$ cat src/rtl/plic_src_filter.sv
// plic_src_filter: per-source input conditioner in front of the PLIC gateways.
// Each source is synchronised into clk, polarity-corrected, and then passed
// through a pulse-width qualifier. src only changes after flt_len+1
// consecutive disagreeing samples. chg and glitch report accepted changes and
// aborted qualifications as one-cycle registered pulses.
module plic_src_filter #(
    parameter int SOURCES     = 8,
    parameter int SYNC_STAGES = 2,
    parameter int FILTER_BITS = 4
) (
    input  logic                   rst_n,
    input  logic                   clk,
    input  logic [SOURCES-1:0]     src_async,
    input  logic [SOURCES-1:0]     inv,
    input  logic [FILTER_BITS-1:0] flt_len [SOURCES],
    output logic [SOURCES-1:0]     src,
    output logic [SOURCES-1:0]     chg,
    output logic [SOURCES-1:0]     glitch
);

    // Filter states. The counter is zero whenever the state is STABLE.
    localparam logic [0:0] ST_STABLE = 1'b0;
    localparam logic [0:0] ST_QUAL   = 1'b1;

    localparam logic [FILTER_BITS-1:0] CNT_ONE  = {{(FILTER_BITS-1){1'b0}}, 1'b1};
    localparam logic [FILTER_BITS-1:0] CNT_ZERO = {FILTER_BITS{1'b0}};

    for (genvar s = 0; s < SOURCES; s++) begin : g_src
        logic [SYNC_STAGES-1:0] r_sync;
        logic [0:0]             r_state;
        logic [FILTER_BITS-1:0] r_cnt;
        logic                   r_src;
        logic                   r_chg;
        logic                   r_glitch;

        logic                   w_p;
        logic [0:0]             w_state_nxt;
        logic [FILTER_BITS-1:0] w_cnt_nxt;
        logic                   w_src_nxt;
        logic                   w_chg_nxt;
        logic                   w_glitch_nxt;

        // Synchroniser chain. Polarity is applied before the first flop. A
        // freshly reset chain therefore reads as "inactive" for either
        // polarity, and a request present at reset release sees the full
        // synchroniser latency.
        always_ff @(posedge clk or negedge rst_n) begin
            if (!rst_n) begin
                r_sync <= '0;
            end else begin
                r_sync <= {r_sync[SYNC_STAGES-2:0], src_async[s] ^ inv[s]};
            end
        end

        assign w_p = r_sync[SYNC_STAGES-1];

        // Qualification decision on the current polarised sample.
        always_comb begin
            w_state_nxt  = r_state;
            w_cnt_nxt    = r_cnt;
            w_src_nxt    = r_src;
            w_chg_nxt    = 1'b0;
            w_glitch_nxt = 1'b0;
            if (w_p != r_src) begin
                // The >= compare lets a lowered flt_len take effect at once.
                if (r_cnt >= flt_len[s]) begin
                    w_src_nxt   = w_p;
                    w_cnt_nxt   = CNT_ZERO;
                    w_chg_nxt   = 1'b1;
                    w_state_nxt = ST_STABLE;
                end else begin
                    w_cnt_nxt   = r_cnt + CNT_ONE;
                    w_state_nxt = ST_QUAL;
                end
            end else begin
                case (r_state)
                    ST_QUAL: begin
                        w_cnt_nxt    = CNT_ZERO;
                        w_glitch_nxt = 1'b1;
                        w_state_nxt  = ST_STABLE;
                    end
                    ST_STABLE: begin
                        w_cnt_nxt   = r_cnt;
                        w_state_nxt = ST_STABLE;
                    end
                    default: begin
                        w_cnt_nxt   = CNT_ZERO;
                        w_state_nxt = ST_STABLE;
                    end
                endcase
            end
        end

        // Filter state, counter and registered outputs.
        always_ff @(posedge clk or negedge rst_n) begin
            if (!rst_n) begin
                r_state  <= ST_STABLE;
                r_cnt    <= CNT_ZERO;
                r_src    <= 1'b0;
                r_chg    <= 1'b0;
                r_glitch <= 1'b0;
            end else begin
                r_state  <= w_state_nxt;
                r_cnt    <= w_cnt_nxt;
                r_src    <= w_src_nxt;
                r_chg    <= w_chg_nxt;
                r_glitch <= w_glitch_nxt;
            end
        end

        assign src[s]    = r_src;
        assign chg[s]    = r_chg;
        assign glitch[s] = r_glitch;
    end

endmodule

$ cat config.mk
export PLATFORM = sky130hd
export DESIGN_NAME = plic_src_filter
export DESIGN_NICKNAME = d
export VERILOG_FILES = /design/src/rtl/plic_src_filter.sv
export SDC_FILE = /design/constraint.sdc
export NUM_CORES = 1
export LEC_CHECK = 0
export BUFFER_PORTS_ARGS = -buffer_cell sky130_fd_sc_hd__buf_2
export CORE_ASPECT_RATIO = 1.2
export CORE_MARGIN = 1.5
export CORE_UTILIZATION = 30
export CTS_CLUSTER_DIAMETER = 150
export DETAILED_ROUTE_END_ITERATION = 6
export PLACE_DENSITY_LB_ADDON = 0.3
export SYNTH_ARGS = -nofsm -noshare
export SYNTH_HDL_FRONTEND = slang
export SYNTH_SLANG_ARGS = --single-unit
$ cat constraint.sdc
create_clock -name clk -period 2.8 [get_ports clk]
set_input_delay 0.14 -clock clk [delete_from_list [all_inputs] [get_ports clk]]
set_output_delay 0.14 -clock clk [all_outputs]
set_load 0.01 [all_outputs]
* Yosys cells after proc, flatten, opt, wreduce, memory -nomap -nowiden
Index checks and enable logic that the tools add are counted.
** Cells by class
- Add/sub/neg operators :: 8
- Magnitude comparators :: 8
- Equality and inequality tests :: 16
- Multiplexer cells :: 72
- Bitwise operators :: 16
- Reduce and logical (&&, ||, !) cells :: 8
** Operators by type and width (count)
- $mux 4 :: 24
- $mux 1 :: 48
- $add 4x1->4 const B :: 8
- $ge 4x4->1 :: 8
- $ne 2x2->1 const B :: 8
- $reduce_and 2->1 :: 8
- $ne 1x1->1 :: 8
- $not 1->1 :: 8
- $xor 1x1->1 :: 8
** Word-level totals
- Register bits :: 80
- Bits of input ports :: 50
- Output and inout bits :: 24

* Logic depth before layout (Yosys ltp)
- Depth in word-level cells :: 3
- Depth in mapped cells :: 6
- Depth with buffers taken out :: 6

* Worst setup path before layout
Ideal clock, no wire load.
- Kind :: register to register
- Start point :: reg g_src[0].r_cnt[3]
- End point :: reg g_src[0].r_cnt[2]
- Data arrival time :: 1.359 ns
- Data required time :: 2.674 ns
- Slack :: 1.315 ns
- Stages on the path, launching flop included :: 6
- Period minus slack after synthesis :: 1.485 ns
- Cell sequence :: dfrtp_1 > ha_1 > o211ai_1 > o21ai_2 > nor2_2 > a221o_1
** Between the ends
- Word-level cells in the longest chain between the ends :: 3
** RTL lines
- from (decl) :: RTL line 31 : logic [FILTER_BITS-1:0] r_cnt;
- from (signal assigned) :: RTL line 104 : r_cnt <= w_cnt_nxt;
- $ge 4x4->1 :: RTL line 66 : if (r_cnt >= flt_len[s]) begin
- $mux 4 :: RTL line 66
- $mux 4 :: RTL line 64 : if (w_p != r_src) begin
No other way between the ends.
A chain may end at the register's enable or synchronous reset.

* Worst setup path in the final report
- Start point :: reg g_src[0].r_cnt[3]
- End point :: reg g_src[0].r_cnt[3]
** Between the ends
- Word-level cells in the longest chain between the ends :: 3
** RTL lines (RTL line)
- $add 4x1->4 or $ge 4x4->1 (tied branches) :: 72, 66
- $mux 4 * :: 66
- $mux 4 * :: 64
Every way passes the cells marked *; elsewhere a longest branch is shown, timed or not.

==> flow_metrics.env <==
export IMPL_gp_congestion=0.768
export IMPL_pin_count=74
export IMPL_post_route_min_period_ns=1.62
export IMPL_seq_area_sq_um=2000
export IMPL_critPathArrivalTime_ns=1.84
export IMPL_antenna_found_initial=0
export IMPL_crit_required_ns=3.02
export IMPL_worstSetupEndpointType="flop"
export IMPL_h_tree_depth=3
export IMPL_fill_cells=1436
export IMPL_cap_violations=0
export IMPL_area_growth_pct=19.4
export IMPL_via_count=2836
export IMPL_max_clock_path_buffers=2
export IMPL_via_per_inst=4.59
export IMPL_syn_cell_area_sq_um=4350
export IMPL_die_h_um=135
export IMPL_power_switching_mw=1.72
export IMPL_worst_hold_slack_ns=-0.00942
export IMPL_synth_seq_cells=80
export IMPL_multiInputGateArea_sq_um=2040
export IMPL_drc=0
export IMPL_fmax_mhz=618
export IMPL_setup_tns_ns=0
export IMPL_synth_seq_area_share_pct=46.0
export IMPL_track_usage_pct=10.8
export IMPL_crit_path_max_fanout=6
export IMPL_p_per_area_nw_per_um2=920
export IMPL_pwr_share_clk_pct=23.0
export IMPL_cts_made_buffers=9
export IMPL_clock_skew_ns=0.00511
export IMPL_syn_nets=452
export IMPL_cts_sinks=80
export IMPL_dp_slack_ns=1.19
export IMPL_status="finished, violations left"
export IMPL_switching_share_pct=35.9
export IMPL_finalSetupViolCount=0
export IMPL_p_int_mw=3.06
export IMPL_core_sq_um=14300
export IMPL_hpwl_um=5370
export IMPL_ant_nets=0
export IMPL_drive_gt1_share_pct=30.0
export IMPL_routedWlPerCell_um=11.9
export IMPL_startpoint_type="flop"
export IMPL_path_class="reg -> reg"
export IMPL_gr_total_overflow=0
export IMPL_grt_max_degree=81
export IMPL_leakage_nw=2.58
export IMPL_hold_path_class="in -> async"
export IMPL_violations="negative hold slack"
export IMPL_finalCritPeriodShare_pct=57.7
export IMPL_insertion_delay_ns=0.34
export IMPL_dr_pass1_iters=4
export IMPL_die_w_um=113
export IMPL_tightest_slew_ns=1.03
export IMPL_rows=48
export IMPL_cts_tree="built"
export IMPL_fin_ws_ns=1.18
export IMPL_yosys_warnings=0
export IMPL_finalMaxSlewViolations=0
export IMPL_avgSynthCellArea_sq_um=12.0
export IMPL_p_comb_share_pct=37.4
export IMPL_wirelength_um=7330
export IMPL_portBuffers=73
export IMPL_peakVddDrop_uv=327
export IMPL_slew_limit_headroom_pct=31.5
export IMPL_synth_cell_types=35
export IMPL_rsz0062_at_grt="no"
export IMPL_syn_inst=362
export IMPL_nets=528
export IMPL_first_iter_violations=104
export IMPL_pwr_share_seq_pct=39.6
export IMPL_grt_pass1_wl_um=12900
export IMPL_place_area_sq_um=4760
export IMPL_diodes=0
export IMPL_initial_core_util_pct=30.4
export IMPL_die_area_sq_um=15200
export IMPL_grt_pass1_vias=3008
export IMPL_path_clk_slew_ns=0.06
export IMPL_hold_viol_final=16
export IMPL_cts_root_buf="clkbuf_16"
export IMPL_design_area_sq_um=5190
[registers in the layout (all words and copies together) (netlist names)]
register and cells:
g_src.r_cnt 32, g_src.r_sync 16, g_src.r_chg 8, g_src.r_glitch 8
g_src.r_src 8, g_src.r_state 8
[final cells by class]
| cell class | count | share of cell area (%) |
|---|---|---|
| clock inverters | 2 | 0.265 |
| clock buffers | 14 | 5.08 |
| inverters | 34 | 2.46 |
| flip-flops and latches | 80 | 38.5 |
| multi-input cells | 224 | 39.3 |
| repair buffers | 89 | 10.2 |
| well taps | 175 | 4.22 |
[cells in the final DEF, fill, tap and decap left out, types with 3 or more instances in the layout]
cell type	synthesis	routed
a21oi_1	8	8
a221o_1	12	12
and2_1	21	21
buf_2	0	72
clkbuf_1	0	3
clkbuf_16	0	9
dfrtp_1	80	80
dlygate4sd3_1	0	16
ha_1	40	40
inv_1	34	34
mux2_1	8	8
mux2_2	6	6
nand2_1	8	8
nand2b_1	4	4
nand3_1	6	6
nand3b_1	8	8
nor2_1	6	6
nor2_2	6	6
nor2b_1	6	6
nor3b_2	9	9
nor4_1	6	6
nor4b_2	5	5
o211ai_1	3	3
o211ai_2	7	7
o21ai_1	14	14
o21ai_4	5	5
xnor2_2	6	6
xor2_1	15	15
[path summary, 6_finish.rpt]
kind / cells past startpoint / slack, ns / start / end
max in group asynchronous: 1 / 2.16 / rst_n / g_src[7].r_cnt[1]
hold / removal: 1 / -0.009 / rst_n / g_src[4].r_cnt[3]
hold reg to reg: 0 / 0.35 / g_src[7].r_sync[0] / g_src[7].r_sync[1]
setup reg to reg: 5 / 1.18 / g_src[0].r_cnt[3] / g_src[0].r_cnt[3]
min in group clk: 6 / 0.34 / flt_len[7] / g_src[6].r_state
setup / recovery: 5 / 1.18 / g_src[0].r_cnt[3] / g_src[0].r_cnt[3]
[metrics by stage]
step	power [mW]	instances	hold slack (ns)	utilization, %
2_1_floorplan	3.38	362	-0.156	-
3_3_place_gp	3.66	586	0.325	33.3
3_5_place_dp	3.71	586	0.324	33.3
4_1_cts	4.88	618	0.0267	36.3
5_1_grt	5.19	618	0.0852	36.3
6_report	4.78	618	-0.00942	36.3
[layer usage]
metal  GRT usage, %  vias to the layer above  wire length (um)
met5              0                        -                 0
met4           6.67                        0               205
met3           2.74                       12               332
met1           12.0                     1373              3130
met2           18.4                       56              3670
li1               -                     1395                 -
[power by group through the flow]
stage	Sequential, mW	Combinational, mW	Clock [mW]
final	1.89	1.79	1.10
after detailed placement	1.91	1.80	0
after CTS	1.89	1.83	1.16
after global routing	1.96	2.04	1.20
after global placement	1.90	1.75	0
after floorplan	1.83	1.55	0
[synth_stat cells, drive strengths merged]
cell | instances | area [sq um]
dfrtp | 80 | 2000
ha | 40 | 500
inv | 34 | 128
buf | 24 | 180
and2 | 22 | 139
o21ai | 20 | 160
xor2 | 16 | 148
mux2 | 14 | 158
a221o | 12 | 120
nor2 | 12 | 60.1
nor3b | 10 | 120
o211ai | 10 | 110
a21oi | 8 | 40.0
nand2 | 8 | 30.0
nand3b | 8 | 60.1
xnor2 | 8 | 115
nand3 | 6 | 30.0
nor2b | 6 | 37.5
nor4 | 6 | 37.5
nor4b | 6 | 83.8
nand2b | 4 | 25.0
a21o | 2 | 15.0
and3 | 2 | 12.5
mux2i | 2 | 20.0
o2bb2ai | 2 | 17.5
[cells by family (layout without fill, tap and decap cells)]
| family | after synthesis | after routing | synth area share (%) |
|---|---|---|---|
| AND/OR/NAND/NOR | 90 | 90 | 14.6 |
| multiplexers | 16 | 16 | 4.09 |
| XOR/XNOR | 24 | 24 | 6.04 |
| flip-flops | 80 | 80 | 46.0 |
| AO/OA/AOI/OAI | 54 | 54 | 10.6 |
| buffers and inverters | 58 | 139 | 7.08 |
| adder cells (fa/ha/maj) | 40 | 40 | 11.5 |
[worst max-delay path, stage by stage (launching register included)]
cell and delay (ns):
dfrtp_1 0.41, ha_1 0.31, o211ai_1 0.10, o21ai_2 0.27
nor2_2 0.09, a221o_1 0.32
[repair_timing]
| item | 4_1_cts | 5_1_grt |
|---|---|---|
| buffers inserted | 0 | 0 |
| hold buffers | 16 | 0 |
| gates resized for setup | 0 | 0 |
| hold endpoints to repair | 8 | 0 |
| setup endpoints to repair | 0 | 0 |
No activity file was read; power rests on OpenSTA's default activity.
